$ cat src/rtl/psk_pkg.sv
// Shared state encoding and width helper for the PSK symbol serializer.
package psk_pkg;

    typedef enum logic {
        ST_IDLE = 1'b0,
        ST_RUN  = 1'b1
    } state_t;

    // Bits needed to count 0..n-1, never less than one.
    function automatic int cnt_width(input int n);
        return (n > 1) ? $clog2(n) : 1;
    endfunction

endpackage

$ cat src/rtl/psk_bit_timer.sv
// Clock-within-bit and bit-within-symbol counters with framing flags.
module psk_bit_timer
    import psk_pkg::*;
#(
    parameter int CLKS_PER_BIT    = 4,
    parameter int BITS_PER_SYMBOL = 4
) (
    input  logic clk,
    input  logic rst,
    input  logic i_en,
    output logic o_bit_end,
    output logic o_symbol_end,
    output logic o_bit_zero,
    output logic o_first_half
);

    localparam int CLK_W = cnt_width(CLKS_PER_BIT);
    localparam int BIT_W = cnt_width(BITS_PER_SYMBOL);
    localparam logic [CLK_W-1:0] CLK_LAST = CLK_W'(CLKS_PER_BIT - 1);
    localparam logic [CLK_W-1:0] CLK_HALF = CLK_W'(CLKS_PER_BIT / 2);
    localparam logic [BIT_W-1:0] BIT_LAST = BIT_W'(BITS_PER_SYMBOL - 1);

    logic [CLK_W-1:0] r_clk_cnt;
    logic [BIT_W-1:0] r_bit_cnt;

    assign o_bit_end    = (r_clk_cnt == CLK_LAST);
    assign o_symbol_end = o_bit_end && (r_bit_cnt == BIT_LAST);
    assign o_bit_zero   = (r_bit_cnt == '0);
    assign o_first_half = (r_clk_cnt < CLK_HALF);

    always_ff @(posedge clk) begin
        if (rst) begin
            r_clk_cnt <= '0;
            r_bit_cnt <= '0;
        end else if (i_en) begin
            if (o_bit_end) begin
                r_clk_cnt <= '0;
                r_bit_cnt <= o_symbol_end ? '0 : r_bit_cnt + 1'b1;
            end else begin
                r_clk_cnt <= r_clk_cnt + 1'b1;
            end
        end
    end

endmodule

$ cat src/rtl/psk_symbol_serializer.sv
// PSK symbol serializer: pops samples from a show-ahead FIFO and shifts them onto pwm
// with repetition, gap-free prefetch, bclk/nsync framing and underrun reporting.
module psk_symbol_serializer
    import psk_pkg::*;
#(
    parameter int SAMPLE_W        = 8,
    parameter int BITS_PER_SYMBOL = 4,
    parameter int CLKS_PER_BIT    = 4,
    parameter int REPEAT_W        = 8,
    parameter bit MSB_FIRST       = 1'b0,
    parameter bit IDLE_LEVEL      = 1'b0
) (
    input  logic                clk,
    input  logic                rst,
    input  logic                enable,
    input  logic [REPEAT_W-1:0] repeat_cnt,
    input  logic [SAMPLE_W-1:0] sample,
    input  logic                empty,
    output logic                read,
    output logic                pwm,
    output logic                bclk,
    output logic                nsync,
    output logic                symb_strobe,
    output logic                underrun,
    output logic                busy
);

    state_t              r_state, w_state_d;
    logic [SAMPLE_W-1:0] r_shift, w_shift_d;
    logic [SAMPLE_W-1:0] r_active, w_active_d;
    logic [SAMPLE_W-1:0] r_next, w_next_d;
    logic                r_next_valid, w_next_valid_d;
    logic [REPEAT_W-1:0] r_rep_cnt, w_rep_cnt_d;
    logic [REPEAT_W-1:0] r_rep_last, w_rep_last_d;
    logic                r_read, w_read_d;
    logic                r_strobe, w_strobe_d;
    logic                r_underrun, w_underrun_d;

    logic                w_run;
    logic                w_bit_end;
    logic                w_symbol_end;
    logic                w_bit_zero;
    logic                w_first_half;
    logic                w_can_read;
    logic                w_last_rep;
    logic                w_boundary;
    logic [REPEAT_W-1:0] w_rep_last_in;
    logic [SAMPLE_W-1:0] w_shifted;
    logic                w_serial_bit;

    assign w_run = (r_state == ST_RUN);

    psk_bit_timer #(
        .CLKS_PER_BIT   (CLKS_PER_BIT),
        .BITS_PER_SYMBOL(BITS_PER_SYMBOL)
    ) u_bit_timer (
        .clk         (clk),
        .rst         (rst),
        .i_en        (enable && w_run),
        .o_bit_end   (w_bit_end),
        .o_symbol_end(w_symbol_end),
        .o_bit_zero  (w_bit_zero),
        .o_first_half(w_first_half)
    );

    // A repeat count of 0 plays once, so the terminal index saturates at 0.
    assign w_rep_last_in = (repeat_cnt == '0) ? '0 : repeat_cnt - 1'b1;
    assign w_can_read    = !empty && !r_read;
    assign w_last_rep    = (r_rep_cnt == r_rep_last);
    assign w_boundary    = w_run && w_symbol_end && w_last_rep;
    assign w_shifted     = MSB_FIRST ? (r_shift << 1) : (r_shift >> 1);
    assign w_serial_bit  = MSB_FIRST ? r_shift[SAMPLE_W-1] : r_shift[0];

    always_comb begin
        w_state_d      = r_state;
        w_shift_d      = r_shift;
        w_active_d     = r_active;
        w_next_d       = r_next;
        w_next_valid_d = r_next_valid;
        w_rep_cnt_d    = r_rep_cnt;
        w_rep_last_d   = r_rep_last;
        w_read_d       = 1'b0;
        w_strobe_d     = 1'b0;
        w_underrun_d   = 1'b0;

        case (r_state)
            ST_IDLE: begin
                if (w_can_read) begin
                    w_state_d    = ST_RUN;
                    w_shift_d    = sample;
                    w_active_d   = sample;
                    w_rep_cnt_d  = '0;
                    w_rep_last_d = w_rep_last_in;
                    w_read_d     = 1'b1;
                    w_strobe_d   = 1'b1;
                end
            end
            ST_RUN: begin
                if (w_bit_end && !w_symbol_end) begin
                    w_shift_d = w_shifted;
                end else if (w_symbol_end && !w_last_rep) begin
                    w_rep_cnt_d = r_rep_cnt + 1'b1;
                    w_shift_d   = r_active;
                end else if (w_boundary) begin
                    w_rep_cnt_d  = '0;
                    w_rep_last_d = w_rep_last_in;
                    if (r_next_valid) begin
                        w_shift_d      = r_next;
                        w_active_d     = r_next;
                        w_next_valid_d = 1'b0;
                        w_strobe_d     = 1'b1;
                    end else if (w_can_read) begin
                        w_shift_d  = sample;
                        w_active_d = sample;
                        w_read_d   = 1'b1;
                        w_strobe_d = 1'b1;
                    end else begin
                        w_underrun_d = 1'b1;
                        w_state_d    = ST_IDLE;
                    end
                end

                if (!w_boundary && !r_next_valid && w_can_read) begin
                    w_next_d       = sample;
                    w_next_valid_d = 1'b1;
                    w_read_d       = 1'b1;
                end
            end
            default: w_state_d = ST_IDLE;
        endcase
    end

    always_ff @(posedge clk) begin
        if (rst) begin
            r_state      <= ST_IDLE;
            r_shift      <= '0;
            r_active     <= '0;
            r_next       <= '0;
            r_next_valid <= 1'b0;
            r_rep_cnt    <= '0;
            r_rep_last   <= '0;
            r_read       <= 1'b0;
            r_strobe     <= 1'b0;
            r_underrun   <= 1'b0;
        end else if (enable) begin
            r_state      <= w_state_d;
            r_shift      <= w_shift_d;
            r_active     <= w_active_d;
            r_next       <= w_next_d;
            r_next_valid <= w_next_valid_d;
            r_rep_cnt    <= w_rep_cnt_d;
            r_rep_last   <= w_rep_last_d;
            r_read       <= w_read_d;
            r_strobe     <= w_strobe_d;
            r_underrun   <= w_underrun_d;
        end
    end

    // NOTE: pulse registers freeze with everything else and are masked at the port,
    // so a pulse pending across a freeze is presented exactly once after resuming.
    assign read        = r_read && enable;
    assign symb_strobe = r_strobe && enable;
    assign underrun    = r_underrun && enable;

    assign busy  = w_run;
    assign pwm   = w_run ? w_serial_bit : IDLE_LEVEL;
    assign bclk  = w_run && w_first_half;
    assign nsync = !(w_run && w_bit_zero);

endmodule

$ cat config.mk
export PLATFORM = sky130hd
export DESIGN_NAME = psk_symbol_serializer
export DESIGN_NICKNAME = d
export VERILOG_FILES = /design/src/rtl/psk_pkg.sv /design/src/rtl/psk_bit_timer.sv /design/src/rtl/psk_symbol_serializer.sv
export SDC_FILE = /design/constraint.sdc
export NUM_CORES = 1
export LEC_CHECK = 0
export ABC_AREA = 1
export CORE_ASPECT_RATIO = 2
export CORE_MARGIN = 4
export CORE_UTILIZATION = 45
export CTS_CLUSTER_SIZE = 40
export DETAILED_ROUTE_END_ITERATION = 6
export PLACE_DENSITY_LB_ADDON = 0.1
export SLEW_MARGIN = 20
export SYNTH_ARGS = -nofsm -noshare
export SYNTH_HDL_FRONTEND = slang
export SYNTH_HIERARCHICAL = 1
export SYNTH_SLANG_ARGS = --single-unit
$ cat constraint.sdc
create_clock -name clk -period 3.1 [get_ports clk]
set_input_delay 0.31 -clock clk [delete_from_list [all_inputs] [get_ports clk]]
set_output_delay 0.31 -clock clk [all_outputs]
set_load 0.02 [all_outputs]
* Yosys cells after proc, flatten, opt, wreduce, memory -nomap -nowiden *
Index checks and enable logic that the tools add are counted.

word-level totals
  flip-flop bits (word level) = 49
  logic and storage cells = 112

operators by class
  reductions and logical operators = 31
  equal/unequal tests = 11
  magnitude comparators = 1
  add/sub/neg operators = 4
  bitwise operators = 1
  mux-type cells = 52

operators with widths
  cell                 number
  $mux 8               19
  $pmux 8 s2           4
  $mux 1               24
  $logic_and 1x1->1    14
  $reduce_and 5->1     2
  $add 8x1->8 const B  1
  $eq 8x8->1           1
  $logic_not 8->1      1
  $reduce_and 4->1     2
  $sub 8x1->8 const B  1
  $logic_not 1->1      7
  $ne 2x1->1 const B   3
  $ne 2x2->1 const B   3
  $pmux 1 s2           3
  $add 2x1->2 const B  2
  $eq 2x2->1 const B   2
  $mux 2               2
  $ne 4x1->1 const B   1
  $reduce_and 2->1     2
  $ne 3x1->1 const B   1
  $reduce_and 3->1     1
  $logic_not 2->1      1
  $lt 2x2->1 const B   1
  $reduce_bool 2->1    1
  $not 1->1            1

* Depth between registers and ports, before layout *
Gate-level depths: netlist of run 1.

  depth after elaboration = 9
  depth in mapped cells = 13
  depth with buffers taken out = 13

* Modules after synthesis *
Netlist of run 1, hierarchy kept.

by module, submodules not included
  module                 area each (um^2)  cells each  seq. area each (um^2)  instances
  psk_symbol_serializer  2786.4            442         900.9                  1
  psk_bit_timer          230.2             29          80.1                   1

* Worst setup path after synthesis of run 1 *
Ideal clock, no wire load.

  kind = reg2reg
  from = register u_bit_timer.r_clk_cnt[0]
  to = register r_active[1]
  arrival = 1.563 ns
  path buffers = 2
  cell stages (with the launch flop) = 13
  library setup time = 0.115 ns
  period minus slack after synthesis = 1.678 ns
  data required time = 2.985 ns
  setup slack = 1.422 ns
  cell sequence = dfxtp_1 -> ha_1 -> nand2_1 -> inv_1 -> buf_2 -> nand2_1 -> inv_1 -> nand3_2 -> nand2_4 -> buf_6 -> nand3_1 -> nand2_1 -> nor2_1

between the ends
  word-level cells in the longest chain between the ends = 6
  elaborated cells between the ends (all ways) = 11
  those cells by class = eq/ne: 4; reduce/logical: 7

ends and longest elaborated chain
  what                                                  RTL line                                                  RTL
  start, declared                                       psk_bit_timer.sv:23                                       logic [CLK_W-1:0] r_clk_cnt;
  start signal, assigned                                psk_bit_timer.sv:40                                       r_clk_cnt <= r_clk_cnt + 1'b1;
  $eq 2x2->1 (*)                                        psk_bit_timer.sv:26                                       assign o_bit_end = (r_clk_cnt == CLK_LAST);
  via w_bit_end                                         psk_symbol_serializer.sv:40                               logic w_bit_end;
  $logic_and 1x1->1 (*)                                 psk_bit_timer.sv:27                                       assign o_symbol_end = o_bit_end && (r_bit_cnt == BIT_LAST);
  via w_symbol_end                                      psk_symbol_serializer.sv:41                               logic w_symbol_end;
  $logic_not 1->1 or $logic_and 1x1->1 (tied branches)  psk_symbol_serializer.sv:99, psk_symbol_serializer.sv:70
  $logic_and 1x1->1 (on tied branches)                  psk_symbol_serializer.sv:99, psk_symbol_serializer.sv:70
  $ne 2x2->1 (no line) or $ne 2x1->1 (tied branches)    n/a
  $reduce_and 4->1 (no line) (*)                        n/a
  end signal, assigned                                  psk_symbol_serializer.sv:148                              r_active <= w_active_d;
  end, declared                                         psk_symbol_serializer.sv:30                               logic [SAMPLE_W-1:0] r_active, w_active_d;

Mark *: on every way through the listed nets, which the timed path passes. The rest lies on a longest branch.
A chain may end at the register's enable or synchronous reset.

* Worst setup path in the final report of run 1 *
  from = register r_state, in the netlist busy
  to = output port busy

RTL lines
  what                    RTL line                      RTL
  start, declared         psk_symbol_serializer.sv:28   state_t r_state, w_state_d;
  start signal, assigned  psk_symbol_serializer.sv:146  r_state <= w_state_d;
  end, declared           psk_symbol_serializer.sv:25   output logic busy

No word-level cell between the ends.

==> results.md, run 1 <==
* Flop pwr share at 46.2%
* Yosys cell types at 32
* Least-Margin Pin Slew at approximately 760 ps
* Die Y at between 100 and 150 um
* Register area share after synthesis at between 30% and 40%
* Placed cells at between 500 and 600
* Max-slew headroom at around half
* First-pass GRT wire length at 13.0 mm
* Vias per inst at 5.21
* Critical Path RT at 2790 ps
* Setup Buffers After CTS at 0
* Cell chain of the critical path: buf_4, clkdlybuf4s50_1
* # DRC at 0
* Clk slew on worst S/H paths at 60 ps
* Worst R2R Start: u_bit_timer/r_clk_cnt[0]
* Post-cts hold buffer count at 0
* Worst-Skew Late Latency at ~290 ps
* Final Power at 0.00149 W
* Async set-or-reset flop fraction in the synthesized netlist at 0%
* Layout cells sized above 1 at between 6 and 7%
* Unrepaired setup endpoints after global routing: no
* Status: complete, no violations
* Post-synth top area share at around 33%
* Top cells by area, synth: dfxtp_1 (33%), nand2_1 (13%), nor2_1 (8.7%)
* Endpoints failing hold at 0
* Vias in the first global route at 2865
* Power share of the combinational group at roughly a fifth
* Critical R2R Capture: r_rep_cnt[7]
* Buf/Inv on CP at 2
* HP Class: reg -> reg
* Worst Hold Endpoint: r_underrun
* Total congestion overflow at 0
* Core Region at 6570 um2
* I/O pins at 27
* Routed Antenna Nets at 0
* Crit-path leading delay family: buffers and inverters
* CP Class: reg -> out
* Number of flops mapped to enable cells by yosys at 0
* Max Clk Rate at 0.463 GHz
* Synth warnings at 6
* Pwr dens at between 400 and 500 nW/um2
* # rows at 42
* Initial cell density of the core at 45.9%
* CTS tree: built
* Fin nets at 517
* Drt pass-1 iters at 4
* Vias at between 3000 and 4000
* Post-Syn Instances at 471
* First-iteration detailed-routing DRC count at 117
* Slew Viols, Final at 0
* VDD IR-drop max at about 0.00026 V
* Maximum fanout along the worst path at 11
* WP data arrival at 1850 ps
* Yosys top cell by area: dfxtp_1
* Register bit total from synthesis at 49
* Hpwl dp at 6.08 mm
* Post-Syn Area at 3020 um2
* Initial antenna violation count at 0
* Final Non-Filler Cells at 578
* Hold depth at 2
* Internal Power at roughly 0.0011 W
* Tmin final at about 2200 ps
* CTS Buffer Depth at 2
* CP peak stage delay at ~720 ps
* Setup crit end kind: output pin
* P_sw at 0.000426 W
* FF-to-FF setup slack at 940 ps
* Reg2reg path depth at 13
* Hold slack final at 476 ps
* Final setup fails at 0
* WL/cell at ~14 um
* Routability congestion estimate at 0.901
* Dominant synthesized flop cell: dfxtp_1
* Syn nets at 497
* CTS root buf: clkbuf_16
* Die width at 65.9 um
* CTS buffer count at 5
* Startpoint Class: flip-flop
* Worst path slowest cell: dfxtp_1
* Final worst-path cycle share at 69.6%
* Die Area at around 8000 um2
* Final Cell Area at approximately 3500 um2
* Clock Skew at about 5.1 ps
* Total GRT Usage at 21.1%
* Synth-to-layout area growth at 14.4%
* Setup_tns at 0 ps
* Number of port buffers at 26
* Largest net degree at the start of global routing at 30
* CTS Sinks at 49
* Clk pwr share at 34.7%
* MaxCap Viol Count at 0
* Routed WL at 7.98 mm
* N_diodes at 0
* Syn_area_per_cell at 6.40 um2
* Sw Ratio at 28.6%
* Leak at 1.55 nW
* Post-cts sizing count at 0
* H-tree depth at 2
* HP Start: r_underrun
* DP Area at roughly 3300 um2
cells in the mapped netlist, drive strengths merged (4+ instances only):
master / n
nor2: 72
nand2: 117
nand4: 4
o22ai: 4
buf: 10
o21a: 4
clkbuf: 8
mux2i: 5
nor3: 6
o21ai: 40
xnor2: 6
inv: 59
nand3: 33
o211ai: 8
dfxtp: 49
a21oi: 33
ha: 6
tightest hold or removal path, cell delays in order (launching register included):
cell,delay (ps)
dfxtp_1,320
nand2_1,60
a21oi_1,50
through the flow:
stage | util [%] | setup WS [ps]
after floorplan | - | 1420
after global placement | 50.6 | 938
after detailed placement | 50.6 | 925
after CTS | 52.6 | 926
after global routing | 52.6 | 643
final | 52.6 | 942
layout by cell type (no fill, tap or decap):
cell             Yosys  routed
a21oi_1             32      32
a21oi_2              1       1
buf_4                2       5
clkbuf_16            0       5
clkdlybuf4s50_1      0      26
clkinv_2             2       3
dfxtp_1             49      49
ha_1                 6       6
inv_1               55      55
inv_2                4       4
mux2i_1              5       5
nand2_1            106     106
nand2_2              8       8
nand2_4              3       3
nand3_1             31      31
nand3_2              1       1
nand3_4              1       1
nand4_1              4       4
nor2_1              70      70
nor2_2               1       1
nor2_4               1       1
nor3_1               6       6
o211ai_1             8       8
o21a_1               4       4
o21ai_0             40      40
o21bai_1             1       1
o22ai_1              4       4
or2_2                1       1
xnor2_1              6       6
xor2_1               3       3
sequential cells by signal, summed over array words and instances (netlist names), 2 cells and up:
| name | flops |
|---|---|
| r_active | 8 |
| r_rep_last | 8 |
| r_shift | 8 |
| r_rep_cnt | 8 |
| u_bit_timer/r_bit_cnt | 2 |
| u_bit_timer/r_clk_cnt | 2 |
| r_next | 8 |
layout make-up:
type	count	area (um2)
timing repair buffer	31	298
inverter	61	231
fill	674	3120
tap	88	110
clock buffer	5	125
sequential	49	981
multi-input combinational	343	1700
clock inverter	1	5.00
metal layers:
layer	wire, um	global-route usage [%]	up-vias	part of all wire (%)
met5	0	0	-	0
met4	272	12.7	0	3.4
met3	197	3.16	20	2.5
met2	4570	40.9	52	57
met1	2940	19.9	1391	37
li1	-	-	1547	-
power by group through the flow:
stage / clock, W / combinational (W) / sequential (W)
2_1_floorplan: 0 / 0.000208 / 0.000694
3_3_place_gp: 0 / 0.000282 / 0.000701
3_5_place_dp: 0 / 0.000286 / 0.000701
4_1_cts: 0.000536 / 0.000287 / 0.000687
5_1_grt: 0.000556 / 0.000322 / 0.000692
6_report: 0.000518 / 0.000285 / 0.000688
logic make-up (layout without fill, tap and decap cells):
kind of cell	after synthesis	after routing	synth area share (%)
AO/OA/AOI/OAI	90	90	16.3
XOR/XNOR	9	9	2.61
multiplexers	5	5	1.66
buffers and inverters	79	98	11.1
flip-flops	49	49	32.5
adder cells (fa/ha/maj)	6	6	2.49
AND/OR/NAND/NOR	233	233	33.3
worst max-delay path by stage:
stage	startpoint	to	cells after the start
after global routing	u_bit_timer/r_clk_cnt[1]	r_rep_cnt[7]	13
after floorplan	u_bit_timer/r_clk_cnt[0]	r_active[1]	12
after CTS	enable	symb_strobe	4
after global placement	enable	r_next[0]	7
after detailed placement	enable	symb_strobe	4
final	busy	busy	2
No activity file was read; power rests on OpenSTA's default activity.
==> run 2: changes to the inputs <==
==> constraint.sdc (replaced) <==
create_clock -name clk -period 1.8 [get_ports clk]
set_input_delay 0.18 -clock clk [delete_from_list [all_inputs] [get_ports clk]]
set_output_delay 0.18 -clock clk [all_outputs]
set_load 0.02 [all_outputs]
==> run 2 against run 1 <==
- critical path depth grew 2
- total power rose by 77%
- design area grew 6.4%
- global-route usage increased by 0.43 points
- sequential share of layout area fell by 1.7 points
==> results.md, run 2 (synthesized netlist as in run 1, its figures left out) <==
* Startpoint Class: primary input (was flip-flop)
* Internal Power at 0.00189 W (was 0.00106 W)
* Cell chain of the critical path: clkdlybuf4s50_1, nand2_1, inv_1, clkdlybuf4s50_1 (was buf_4, clkdlybuf4s50_1)
* Setup_tns at 0 ps (unchanged)
* Vias at 3077 (was 3010)
* Clk slew on worst S/H paths at 60 ps (about the same)
* Maximum fanout along the worst path at 5 (was 11)
* HP Start: r_underrun (unchanged)
* Total congestion overflow at 0 (unchanged)
* HP Class: reg -> reg (unchanged)
* Crit path top cell by count: clkdlybuf4s50_1
* Max Clk Rate at 0.605 GHz
* Final worst-path cycle share at around nine tenths
* Number of port buffers at 26 (unchanged)
* FF-to-FF setup slack at 150 ps (was 940 ps)
* I/O pins at 27 (unchanged)
* Reg2reg path depth at 9 (was 13)
* Pwr dens at 717 nW/um2 (was 432 nW/um2)
* Drt pass-1 iters at 7 (was 4)
* Routed Antenna Nets at 0 (unchanged)
* P_sw at 0.000745 W (was 0.000426 W)
* Multi-input gate area at 1710 um2 (was 1700 um2)
* Initial antenna violation count at 0 (unchanged)
* N_diodes at 0 (unchanged)
* Least-Margin Pin Slew at 344 ps (was 761 ps)
* Power share of the combinational group at 20.4% (was 19.1%)
* Critical R2R Capture: r_shift[7] (was r_rep_cnt[7])
* CP Class: in -> out (was reg -> out)
* Clk pwr share at 34.8% (was 34.7%)
* Fillers at 663 (was 674)
* Status: complete, no violations (unchanged)
* CP peak stage delay at 600 ps (was 720 ps)
* Worst path slowest cell: clkdlybuf4s50_1 (was dfxtp_1)
* Endpoints failing hold at 0 (unchanged)
* Largest net degree at the start of global routing at 39 (was 30)
* Routability congestion estimate at 0.882 (was 0.901)
* Flop pwr share at 44.7% (was 46.2%)
* Setup crit end kind: output pin (unchanged)
* CTS root buf: clkbuf_16 (unchanged)
* Die width at 65.9 um (unchanged)
* Final Non-Filler Cells at 601 (was 578)
* Tmin final at around 1700 ps
* Fin nets at 538 (was 517)
* Worst R2R Start: r_rep_cnt[1] (was u_bit_timer/r_clk_cnt[0])
* Vias per inst at 5.12 (was 5.21)
* Routed WL at 7.94 mm (was 7.98 mm)
* Core Region at 6570 um2 (unchanged)
* Slew Viols, Final at 0 (unchanged)
* # DRC at 0 (unchanged)
* Most frequent cells in the layout: nand2_1 (105), nor2_1 (69), inv_1 (54) (was nand2_1 (106), nor2_1 (70), inv_1 (55))
* Layout cells sized above 1 at 11.1% (was 6.94%)
* Worst-Skew Late Latency at 290 ps (about the same)
* Worst Hold Endpoint: r_underrun (unchanged)
* Clock Skew at 3.91 ps (was 5.11 ps)
* WL/cell at 13.2 um (was 13.8 um)
* VDD IR-drop max at 0.000427 V (was 0.000259 V)
* Post-cts hold buffer count at 0 (unchanged)
* Die Y at 124 um (unchanged)
* Final core utilization at 55.9% (was 52.6%)
* Most common cell after layout, fill and taps aside: nand2_1 (unchanged)
* MaxCap Viol Count at 0 (unchanged)
* CTS Sinks at 49 (unchanged)
* CTS Buffer Depth at 2 (unchanged)
* Unrepaired setup endpoints after global routing: no (unchanged)
* Synth-to-layout area growth at 21.7% (was 14.4%)
* # rows at 42 (unchanged)
* Storage cell area at 981 um2 (unchanged)
* CTS tree: built (unchanged)
* WP data arrival at 1470 ps (was 1850 ps)
* Final Power at 0.00263 W (was 0.00149 W)
* Leak at 1.70 nW (was 1.55 nW)
* Hold depth at 2 (unchanged)
* Vias in the first global route at 3056 (was 2865)
* Critical Path RT at 1620 ps (was 2790 ps)
* CTS buffer count at 5 (unchanged)
* Initial cell density of the core at 45.9% (unchanged)
* Sw Ratio at 28.3% (was 28.6%)
* Total GRT Usage at 21.6% (was 21.1%)
* First-pass GRT wire length at 13.5 mm (was 13.0 mm)
* Placed cells at 592 (was 572)
* H-tree depth at 2 (unchanged)
* Hpwl dp at 6.02 mm (was 6.08 mm)
* First-iteration detailed-routing DRC count at 145 (was 117)
* Max-slew headroom at 77.0% (was 49.2%)
* Final setup fails at 0 (unchanged)
* Die Area at 8160 um2 (unchanged)
run 2: power by group through the flow:
stage	sequential (W)	clock, W	combinational (W)
3_5_place_dp	0.00120	0	0.000537
3_3_place_gp	0.00120	0	0.000535
5_1_grt	0.00119	0.000969	0.000612
2_1_floorplan	0.00119	0	0.000357
4_1_cts	0.00118	0.000942	0.000539
6_report	0.00118	0.000918	0.000538
run 2: worst max path at each step:
stage                     slack [ps]             to  cells after the start                startpoint
final                            150    symb_strobe                      4                    enable
after global routing              20  r_rep_last[2]                     12             repeat_cnt[1]
after CTS                          5           bclk                      4                      busy
after detailed placement         -10  r_rep_last[4]                     12             repeat_cnt[0]
after global placement             4  r_rep_last[4]                     12             repeat_cnt[0]
after floorplan                  120    r_active[1]                     12  u_bit_timer/r_clk_cnt[0]
run 2: final cells by class:
type	instances	share of cell area (%)
timing repair buffer	52	13.6
multi-input combinational	343	46.6
inverter	61	6.34
tap	88	3.00
sequential	49	26.7
clock buffer	8	3.71
run 2: critical path, delay by kind of cell:
kind | cells | cell delay (ps)
simple gates | 1 | 70
buf+inv | 3 | 1220
run 2: timing repair:
action                     4_1_cts  5_1_grt
setup endpoints to repair        0       21
buffers inserted                 0        1
gates resized for setup          0        9
run 2: per-layer routing:
layer  track usage, %  routed length [um]  up-vias
met1             22.0                2940     1417
met3             3.25                 261       18
met5                0                   0        -
li1                 -                   -     1584
met2             40.2                4490       58
met4             12.2                 255        0
run 2: per-stage QoR:
stage | instance area (um2) | hold WS, ps | setup slack (ps)
floorplan | 3020 | 249 | 122
finish | 3670 | 473 | 146
global route | 3670 | 512 | 16.9
detailed placement | 3510 | 465 | -14.3
CTS | 3650 | 475 | 5.15
global placement | 3510 | 456 | 4.37
==> run 3: changes to the inputs <==
--- a/config.mk
+++ b/config.mk
@@ -9,6 +9,7 @@
 export CORE_ASPECT_RATIO = 2
 export CORE_MARGIN = 4
 export CORE_UTILIZATION = 45
+export CTS_CLUSTER_DIAMETER = 60
 export CTS_CLUSTER_SIZE = 40
 export DETAILED_ROUTE_END_ITERATION = 6
 export PLACE_DENSITY_LB_ADDON = 0.1
==> results of run 3 <==
The final DEF is identical to that of run 2; final timing and power are the same.
